===== src/rtl/alu_issue_arbiter.sv =====
// Two-requester round-robin issue arbiter in front of a shared combinational ALU.
// Each accepted operation takes IDLE -> ISSUE -> RESP; the response is held until consumed.
module alu_issue_arbiter #(
   parameter int WIDTH = 32
) (
   input  logic             clk,
   input  logic             rst_n,
   input  logic             req0_valid,
   output logic             req0_ready,
   input  logic [6:0]       req0_func7,
   input  logic [2:0]       req0_func3,
   input  logic [WIDTH-1:0] req0_a,
   input  logic [WIDTH-1:0] req0_b,
   input  logic             req1_valid,
   output logic             req1_ready,
   input  logic [6:0]       req1_func7,
   input  logic [2:0]       req1_func3,
   input  logic [WIDTH-1:0] req1_a,
   input  logic [WIDTH-1:0] req1_b,
   output logic             alu_en,
   output logic [6:0]       alu_func7,
   output logic [2:0]       alu_func3,
   output logic [WIDTH-1:0] alu_a,
   output logic [WIDTH-1:0] alu_b,
   input  logic [2:0]       alu_operation,
   input  logic [WIDTH-1:0] alu_result,
   output logic             rsp_valid,
   input  logic             rsp_ready,
   output logic             rsp_id,
   output logic [WIDTH-1:0] rsp_data,
   output logic             rsp_err
);

   typedef enum logic [1:0] {
      IDLE  = 2'd0,
      ISSUE = 2'd1,
      RESP  = 2'd2
   } state_t;

   state_t           state_r;
   logic             last_grant_r;
   logic             id_r;
   logic [6:0]       func7_r;
   logic [2:0]       func3_r;
   logic [WIDTH-1:0] a_r;
   logic [WIDTH-1:0] b_r;
   logic             alu_en_r;
   logic             rsp_valid_r;
   logic             rsp_id_r;
   logic [WIDTH-1:0] rsp_data_r;
   logic             rsp_err_r;

   logic             grant_s;
   logic             ready0_s;
   logic             ready1_s;
   logic             accept_s;
   logic [6:0]       sel_func7_s;
   logic [2:0]       sel_func3_s;
   logic [WIDTH-1:0] sel_a_s;
   logic [WIDTH-1:0] sel_b_s;

   // Op codes 5 (unsupported) and 7 (disabled) mark the response as an error.
   function automatic logic op_is_error(input logic [2:0] op);
      case (op)
         3'd5, 3'd7: return 1'b1;
         default:    return 1'b0;
      endcase
   endfunction

   // Round-robin grant: a tie goes to the requester that did not win last time.
   always_comb begin
      grant_s = 1'b0;
      if (req0_valid && req1_valid) begin
         grant_s = ~last_grant_r;
      end else if (req1_valid) begin
         grant_s = 1'b1;
      end else begin
         grant_s = 1'b0;
      end
   end

   // Ready only in IDLE and only toward the granted, currently valid requester.
   always_comb begin
      ready0_s = (state_r == IDLE) && req0_valid && !grant_s;
      ready1_s = (state_r == IDLE) && req1_valid &&  grant_s;
      accept_s = ready0_s || ready1_s;
   end

   // Select the granted requester's fields for capture at the handshake.
   always_comb begin
      sel_func7_s = req0_func7;
      sel_func3_s = req0_func3;
      sel_a_s     = req0_a;
      sel_b_s     = req0_b;
      if (grant_s) begin
         sel_func7_s = req1_func7;
         sel_func3_s = req1_func3;
         sel_a_s     = req1_a;
         sel_b_s     = req1_b;
      end else begin
         sel_func7_s = req0_func7;
         sel_func3_s = req0_func3;
         sel_a_s     = req0_a;
         sel_b_s     = req0_b;
      end
   end

   // Main FSM: capture request, drive ALU for one cycle, hold response until consumed.
   always_ff @(posedge clk or negedge rst_n) begin
      if (!rst_n) begin
         state_r      <= IDLE;
         last_grant_r <= 1'b1;
         id_r         <= 1'b0;
         func7_r      <= 7'd0;
         func3_r      <= 3'd0;
         a_r          <= '0;
         b_r          <= '0;
         alu_en_r     <= 1'b0;
         rsp_valid_r  <= 1'b0;
         rsp_id_r     <= 1'b0;
         rsp_data_r   <= '0;
         rsp_err_r    <= 1'b0;
      end else begin
         case (state_r)
            IDLE: begin
               if (accept_s) begin
                  func7_r      <= sel_func7_s;
                  func3_r      <= sel_func3_s;
                  a_r          <= sel_a_s;
                  b_r          <= sel_b_s;
                  id_r         <= grant_s;
                  last_grant_r <= grant_s;
                  alu_en_r     <= 1'b1;
                  state_r      <= ISSUE;
               end else begin
                  alu_en_r     <= 1'b0;
                  state_r      <= IDLE;
               end
            end
            ISSUE: begin
               alu_en_r    <= 1'b0;
               rsp_data_r  <= alu_result;
               rsp_err_r   <= op_is_error(alu_operation);
               rsp_id_r    <= id_r;
               rsp_valid_r <= 1'b1;
               state_r     <= RESP;
            end
            RESP: begin
               alu_en_r <= 1'b0;
               if (rsp_ready) begin
                  rsp_valid_r <= 1'b0;
                  state_r     <= IDLE;
               end else begin
                  rsp_valid_r <= 1'b1;
                  state_r     <= RESP;
               end
            end
            default: begin
               alu_en_r    <= 1'b0;
               rsp_valid_r <= 1'b0;
               state_r     <= IDLE;
            end
         endcase
      end
   end

   assign req0_ready = ready0_s;
   assign req1_ready = ready1_s;
   assign alu_en     = alu_en_r;
   assign alu_func7  = func7_r;
   assign alu_func3  = func3_r;
   assign alu_a      = a_r;
   assign alu_b      = b_r;
   assign rsp_valid  = rsp_valid_r;
   assign rsp_id     = rsp_id_r;
   assign rsp_data   = rsp_data_r;
   assign rsp_err    = rsp_err_r;

endmodule


===== config.mk =====
export PLATFORM = sky130hd
export DESIGN_NAME = alu_issue_arbiter
export DESIGN_NICKNAME = d
export VERILOG_FILES = /design/src/rtl/alu_issue_arbiter.sv
export SDC_FILE = /design/constraint.sdc
export NUM_CORES = 1
export LEC_CHECK = 0
export CAP_MARGIN = 25
export CORE_MARGIN = 4
export CORE_UTILIZATION = 30
export CTS_BUF_LIST = sky130_fd_sc_hd__clkbuf_8
export DETAILED_ROUTE_END_ITERATION = 16
export DONT_BUFFER_PORTS = 1
export HOLD_SLACK_MARGIN = 0.05
export SETUP_SLACK_MARGIN = 0.4
export SYNTH_ARGS = -nofsm -noshare
export SYNTH_HDL_FRONTEND = slang
export SYNTH_SLANG_ARGS = --single-unit

===== constraint.sdc =====
create_clock -name clk -period 1.9 [get_ports clk]
set_input_delay 0.38 -clock clk [delete_from_list [all_inputs] [get_ports clk]]
set_output_delay 0.38 -clock clk [all_outputs]
set_load 0.05 [all_outputs]

==> flow_summary.json, run 1 <==
{
  "status": "finished, violations left",
  "violations": "negative hold slack",
  "drv_cap": 0,
  "yosys.area_share.simple": 0.121,
  "grt_pass1_vias": 4120,
  "die_w_um": 136,
  "cp_num_buf_inv": 1,
  "power_per_cell_area_nw_per_um2": 2460,
  "io_pins": 300,
  "final_common_cell": "a21oi_1",
  "grt_pass1_wl_um": 22300,
  "insertion_delay_ps": 430,
  "grt_usage": 0.159,
  "clk_pin_slew_ps": 70,
  "cts_buffer_depth": 2,
  "hold_path.class": "primary input to async pin",
  "ff2ff_setup_slack_ps": 320,
  "finalCritPeriodShare": 0.931,
  "setup_viol_count_final": 0,
  "synth-adder-area-share": 0.0102,
  "synth_top_family_by_area": "compound AO/OA/AOI/OAI gates",
  "syn_inst": 504,
  "cp-start-kind": "register",
  "synth_compound_area_frac": 0.165,
  "grt_max_degree": 115,
  "async_flop_share": 1.00,
  "worst-setup-path-type": "register to output pin",
  "switching_share": 0.539,
  "nNetsFinal": 746,
  "dr_total_vias": 4168,
  "slew_violations": 0,
  "whs_ps": -358,
  "worst_pin_slew_ps": 487,
  "ant_nets": 0,
  "r2r-end": "alu_b[9]$_DFFE_PN0P_",
  "p_leak_nw": 2.69,
  "arrival_ps": 1390,
  "antenna_found_initial": 0,
  "startpoint": "state_r[0]$_DFF_PN0_",
  "synth_edf_count": 0,
  "io_buffers": 0,
  "fmax_ghz": 0.565,
  "drcViolationCount": 0,
  "die_h_um": 136,
  "power.share.clock": 0.138,
  "syn_area_per_cell_um2": 9.69,
  "p_int_mw": 7.56,
  "gp_congestion": 0.801,
  "cts_root_buf": "clkbuf_8",
  "firstDrtPassIters": 5,
  "viasPerCell": 5.32,
  "wl_per_cell_um": 22.9,
  "core_um2": 15900,
  "mostFrequentLayoutCells": "113 x a21oi_1, 93 x dfrtp_2, 75 x nor2_1, 75 x nand2_1, 34 x a21oi_2",
  "die_area_um2": 18400,
  "p_seq_frac": 0.550,
  "synth_fp_nets": 696,
  "crit_path_end_kind": "output pin",
  "cts_buffers": 17,
  "syn_to_final_growth_pct": 36.3,
  "timing.rr.start": "state_r[0]$_DFF_PN0_",
  "irDropWorstVdd_v": 0.00113,
  "h-tree-depth": 4,
  "synth-xor-area-share": 0,
  "yosys.cell_types.count": 23,
  "crit_required_ps": 1520,
  "ys_warn_count": 0,
  "ys.flop_type": "dfrtp_1",
  "cts_tree": "yes",
  "drive_above_1_share": 0.430,
  "cpPeakStageDelay_ps": 410,
  "reg2regPathDepth": 8,
  "grt-ovfl-total": 0,
  "critical_path.max_fanout": 5,
  "min_period_ps": 1770,
  "cts_sinks": 114,
  "cp_cell_sequence": "inv_2 -> ha_4 -> and3_4",
  "drtIter0Drc": 313,
  "critical_path.top_delay_family": "flip-flops",
  "drt-total-wl_um": 18000,
  "p_total_mw": 16.4,
  "slew_headroom": 0.676,
  "synthesis.area_um2": 4880,
  "antenna_cells": 0,
  "num_rows": 46,
  "ys_ff_latch": 114,
  "cp_slowest_cell": "dfrtp_1",
  "switchingPower_mw": 8.83,
  "finalSetupTns_ps": 0,
  "ys_seq_area_frac": 0.584,
  "final_hold_viol_count": 114,
  "initial_core_util": 0.306,
  "finalClockSkew_ps": 10.0,
  "synthMuxAreaShare": 0.0761,
  "rsz0062_at_grt": "true",
  "dp_hpwl_um": 9860,
  "combinationalPowerShare": 0.312
}
## state kept, by name, indices dropped and copies added (netlist names)
signal / count
alu_a: 32
alu_b: 32
rsp_data: 32
alu_func7: 7
alu_func3: 3
state_r: 2
alu_en: 1
id_r: 1
last_grant_r: 1
rsp_err: 1
rsp_id: 1
rsp_valid: 1
## synthesized netlist by cell type (2+ instances only)
library cell  instances  area share
nand2_1              75       0.058
ha_1                  4       0.010
mux2_2               33       0.076
inv_1                 4      0.0031
clkbuf_1              6      0.0046
o21ai_0               2      0.0020
buf_2                18       0.018
buf_1                 2      0.0015
a21oi_1             150        0.15
nor2_1               76       0.058
dfrtp_1             113        0.58
buf_4                10       0.015
## routing by layer
layer / up-vias / share of wire / track usage
li1: 1800 / - / -
met2: 283 / 0.51 / 0.272
met5: - / 0 / 0
met4: 0 / 0.029 / 0.0689
met1: 2043 / 0.38 / 0.177
met3: 42 / 0.089 / 0.0587
## worst register-to-register path, cell delays in order, from the launching register on
cell and delay [ps]:
dfrtp_1 410, inv_2 90, ha_4 170, buf_6 110, o21ai_4 110, buf_12 180, clkbuf_16 170, a21oi_1 140
a21oi_1 90
## metrics by stage
stage | std cells | utilization | worst slack, ps | area (um^2) | hold WS, ps
floorplan | 504 | - | 402 | 4890 | 84.4
global placement | 692 | 0.318 | 334 | 5070 | 86.9
global route | 783 | 0.418 | 56.6 | 6660 | -417
CTS | 752 | 0.366 | 113 | 5840 | -394
detailed placement | 692 | 0.318 | 189 | 5070 | 86.4
finish | 783 | 0.418 | 130 | 6660 | -358
## how the worst max path moves through the flow
stage | to | cells past startpoint
global placement | req1_ready | 3
finish | req0_ready | 3
global route | req0_ready | 3
floorplan | req0_ready | 3
CTS | req0_ready | 2
detailed placement | alu_b[29]$_DFFE_PN0P_ | 7
## power by group through the flow
stage / logic (mW) / clock network [mW] / registers, mW
global route: 5.53 / 2.44 / 9.13
finish: 5.11 / 2.26 / 9.01
floorplan: 2.56 / 0 / 8.45
CTS: 3.58 / 2.32 / 8.84
detailed placement: 3.07 / 0 / 8.85
global placement: 2.88 / 0 / 8.82
## cells by family (layout without fill, tap and decap cells)
| kind of cell | Yosys count | in the layout |
|---|---|---|
| AOI/OAI and AO/OA | 157 | 157 |
| adders and majority gates | 4 | 4 |
| muxes | 33 | 33 |
| and+or+nand+nor | 155 | 155 |
| buffers and inverters | 41 | 104 |
| DFF | 114 | 114 |
## what timing repair did
action                                  CTS  global route
gates cloned                              3            16
pin swaps                                 5            35
endpoints found under the setup margin   96           150
hold buffers                             20             7
resized for setup                        32           143
endpoints found under the hold margin   134           121
buffers inserted                          5             8
## cell type report
cell class                      instances  area, um^2
Timing Repair Buffer                   66         962
Fill cell                            1488        9280
Clock inverter                         13         136
Tap cell                              216         270
Multi-Input combinational cell        349        2030
Sequential cell                       114        2970
Inverter                                5        26.3
Clock buffer                           19         262
Timing Repair inverter                  1        6.26
Power figures use the tool's default switching activity.
==> run 2, diff against run 1 <==
--- a/config.mk
+++ b/config.mk
@@ -9,10 +9,12 @@
 export CORE_MARGIN = 4
 export CORE_UTILIZATION = 30
 export CTS_BUF_LIST = sky130_fd_sc_hd__clkbuf_8
+export CTS_CLUSTER_DIAMETER = 30
 export DETAILED_ROUTE_END_ITERATION = 16
 export DONT_BUFFER_PORTS = 1
 export HOLD_SLACK_MARGIN = 0.05
 export SETUP_SLACK_MARGIN = 0.4
+export SLEW_MARGIN = 30
 export SYNTH_ARGS = -nofsm -noshare
 export SYNTH_HDL_FRONTEND = slang
 export SYNTH_SLANG_ARGS = --single-unit
==> results of run 2 <==
Same layout as run 1: the final DEF is identical, and so are final timing and power.
==> variant (config.mk and constraints of run 1) <==
Reset style: synchronous (`rst_n`), changed in one clocked block.
--- a/src/rtl/alu_issue_arbiter.sv
+++ b/src/rtl/alu_issue_arbiter.sv
@@ -107,5 +107,5 @@
 
    // Main FSM: capture request, drive ALU for one cycle, hold response until consumed.
-   always_ff @(posedge clk or negedge rst_n) begin
+   always_ff @(posedge clk) begin
       if (!rst_n) begin
          state_r      <= IDLE;
Behaviour: differs if rst_n is asserted again (counterexample within 4 cycles, from zero or initial values and one cycle with rst_n low); with rst_n held inactive, the same outputs for 4 cycles.
==> variant against run 1 <==
  * Cell area down 19%
  * Maximum frequency up 0.20%
  * Critical path type unchanged
  * Worst setup slack better by 0.0036 ns
  * Largest cell class unchanged
  * Register-to-register slack worse by 0.18 ns
  * Routed wire length down 25%
  * Global-route usage down 1.9 points
  * Synthesized area down 9.0%
  * Clock skew down 0.0029 ns
  * Final cell count down 22%
  * Sequential cell count unchanged
  * Via count down 17%
Power is not compared: it rests on default switching activity, and its combinational part moved more than twofold at a synthesized area within 25%.
==> variant: results (changes against run 1) <==
metric	value	unit	change
via/cell ratio	5.64		+6.0%
port bufs	0		unchanged
Synth cell types	23		unchanged
clk_skew	0.00714	ns	-0.00286 ns
Pre-antenna DRT Iters	4		-1
vias in the first global route	3349		-19%
Routed WL	13600	µm	-25%
slowest library cell on the worst path	a21oi_4		
first-pass GRT wire length	18000	µm	-19%
Num CTS Buffers	17		unchanged
CTS H-tree depth	4		unchanged
Post-layout nets	606		-19%
worst path arrival time	1.39	ns	about the same
clock slew at reported path FFs	0.07	ns	about the same
Placer Congestion	0.758		-5.4%
Top delay family on crit path	compound AO/OA/AOI/OAI gates		
slowest cell delay on critical path	0.34	ns	-0.07 ns
Synth Flop Type	dfxtp_1		
Synth warnings	0		unchanged
initial antenna violation count	0		unchanged
layout cell share with drive strength beyond 1	0.166		-0.264
Initial DRC Count	198		-37%
Commonest cells post-synth	dfxtp_1, and3_1, a221o_1		
# diodes	0		unchanged
Async S/R FF share, synth	0		-1.00
Global Route Usage Sum	0.140		-0.0186
Post-Syn Nets	592		-15%
status	complete, no violations		
Area contributors post-synth	dfxtp_1, a221o_1, and3_1		
Root Driver	clkbuf_8		
Post-DP HPWL	9000	µm	-8.7%
Slew @ Worst Pin	0.836	ns	+0.350 ns
worst hold path class	input pin to flop		
latest clock arrival within the worst-skew pair	0.42	ns	
internal power	0.00483	W	
Placement Setup Slack	0.00833	ns	-0.181 ns
clock buffer depth	2		unchanged
Max rail drop VDD	520	µV	
static leakage	2.36	nW	
largest net degree at the start of global routing	79		-31%
register area share after synthesis	0.513		-0.0710
Worst Path Max Fanout	5		unchanged
## variant: cell count changes in the layout (fill, tap and decap cells not counted), moves of 17 or more
cell                  run 1  this run
and3_1                    0        76
dfrtp_1                  20         0
nor2_1                   75        36
mux2i_1                   0        31
dfrtp_2                  93         0
a221o_1                   0        74
dfxtp_1                   0       112
a21oi_1                 113         2
nand2_1                  75         2
mux2_2                   33         0
dlygate4sd3_1            27        10
a21oi_2                  34         1
## variant: power groups by stage
stage | Combinational [W] | Clock, W | Sequential, W
floorplan | 0.000575 | 0 | 0.00361
global placement | 0.000608 | 0 | 0.00367
detailed placement | 0.000636 | 0 | 0.00367
CTS | 0.000690 | 0.00283 | 0.00362
global route | 0.000855 | 0.00297 | 0.00365
finish | 0.000788 | 0.00275 | 0.00362
## variant: through the flow
step | total power (W) | instance area [µm²] | util | cells
floorplan | 0.00418 | 4460 | - | 400
global placement | 0.00428 | 4520 | 0.311 | 551
detailed placement | 0.00431 | 4520 | 0.311 | 551
CTS | 0.00715 | 5140 | 0.354 | 597
global route | 0.00747 | 5360 | 0.369 | 611
finish | 0.00716 | 5360 | 0.369 | 611
## variant: logic make-up (layout without fill, tap and decap cells)
family	Yosys count	after routing	share of synthesized area
muxes	33	33	0.0743
adders and majority gates	4	4	0.0113
AOI/OAI and AO/OA	84	84	0.182
and+or+nand+nor	121	121	0.149
buffers and inverters	44	71	0.0698
DFF	114	114	0.513
## variant: worst paths after layout
check,start,end,slack [ns],cells after the start
max,state_r[0],req0_ready,0.13,4
min,req1_b[19],alu_b[19],0.09,1
max reg2reg,state_r[0],alu_a[14],0.14,4
min reg2reg,id_r,id_r,0.50,2
## variant: final cells by class
cell class              instances  area (µm²)
fillers                      1410        9170
flip-flops and latches        114        2280
multi-input cells             242        1940
repair buffers                 35         409
clock buffers                  20         275
well taps                     184         230
clock inverters                12         210
inverters                       4        15.0
## variant: timing repair
| action | 4_1_cts | 5_1_grt |
|---|---|---|
| setup endpoints to repair | 93 | 192 |
| endpoints found under the hold margin | 3 | 3 |
| buffers inserted | 10 | 3 |
| gates resized for setup | 7 | 9 |
| hold buffers | 4 | 6 |
| gates cloned | 0 | 5 |
| pin swaps | 2 | 7 |
## variant: per-layer routing
metal,part of all wire,vias up,GRT usage
met5,0,-,0
met4,0.012,0,0.0556
met3,0.13,14,0.0757
met2,0.50,228,0.236
met1,0.36,1654,0.147
li1,-,1552,-
## variant: worst register-to-register path, delay by kind of cell, from the launching register on
kind	cells	cell delay, ns
and+or+nand+nor	1	0.74
adders and majority gates	1	0.17
DFF	1	0.33
buffers and inverters	1	0.07
AOI/OAI and AO/OA	1	0.39
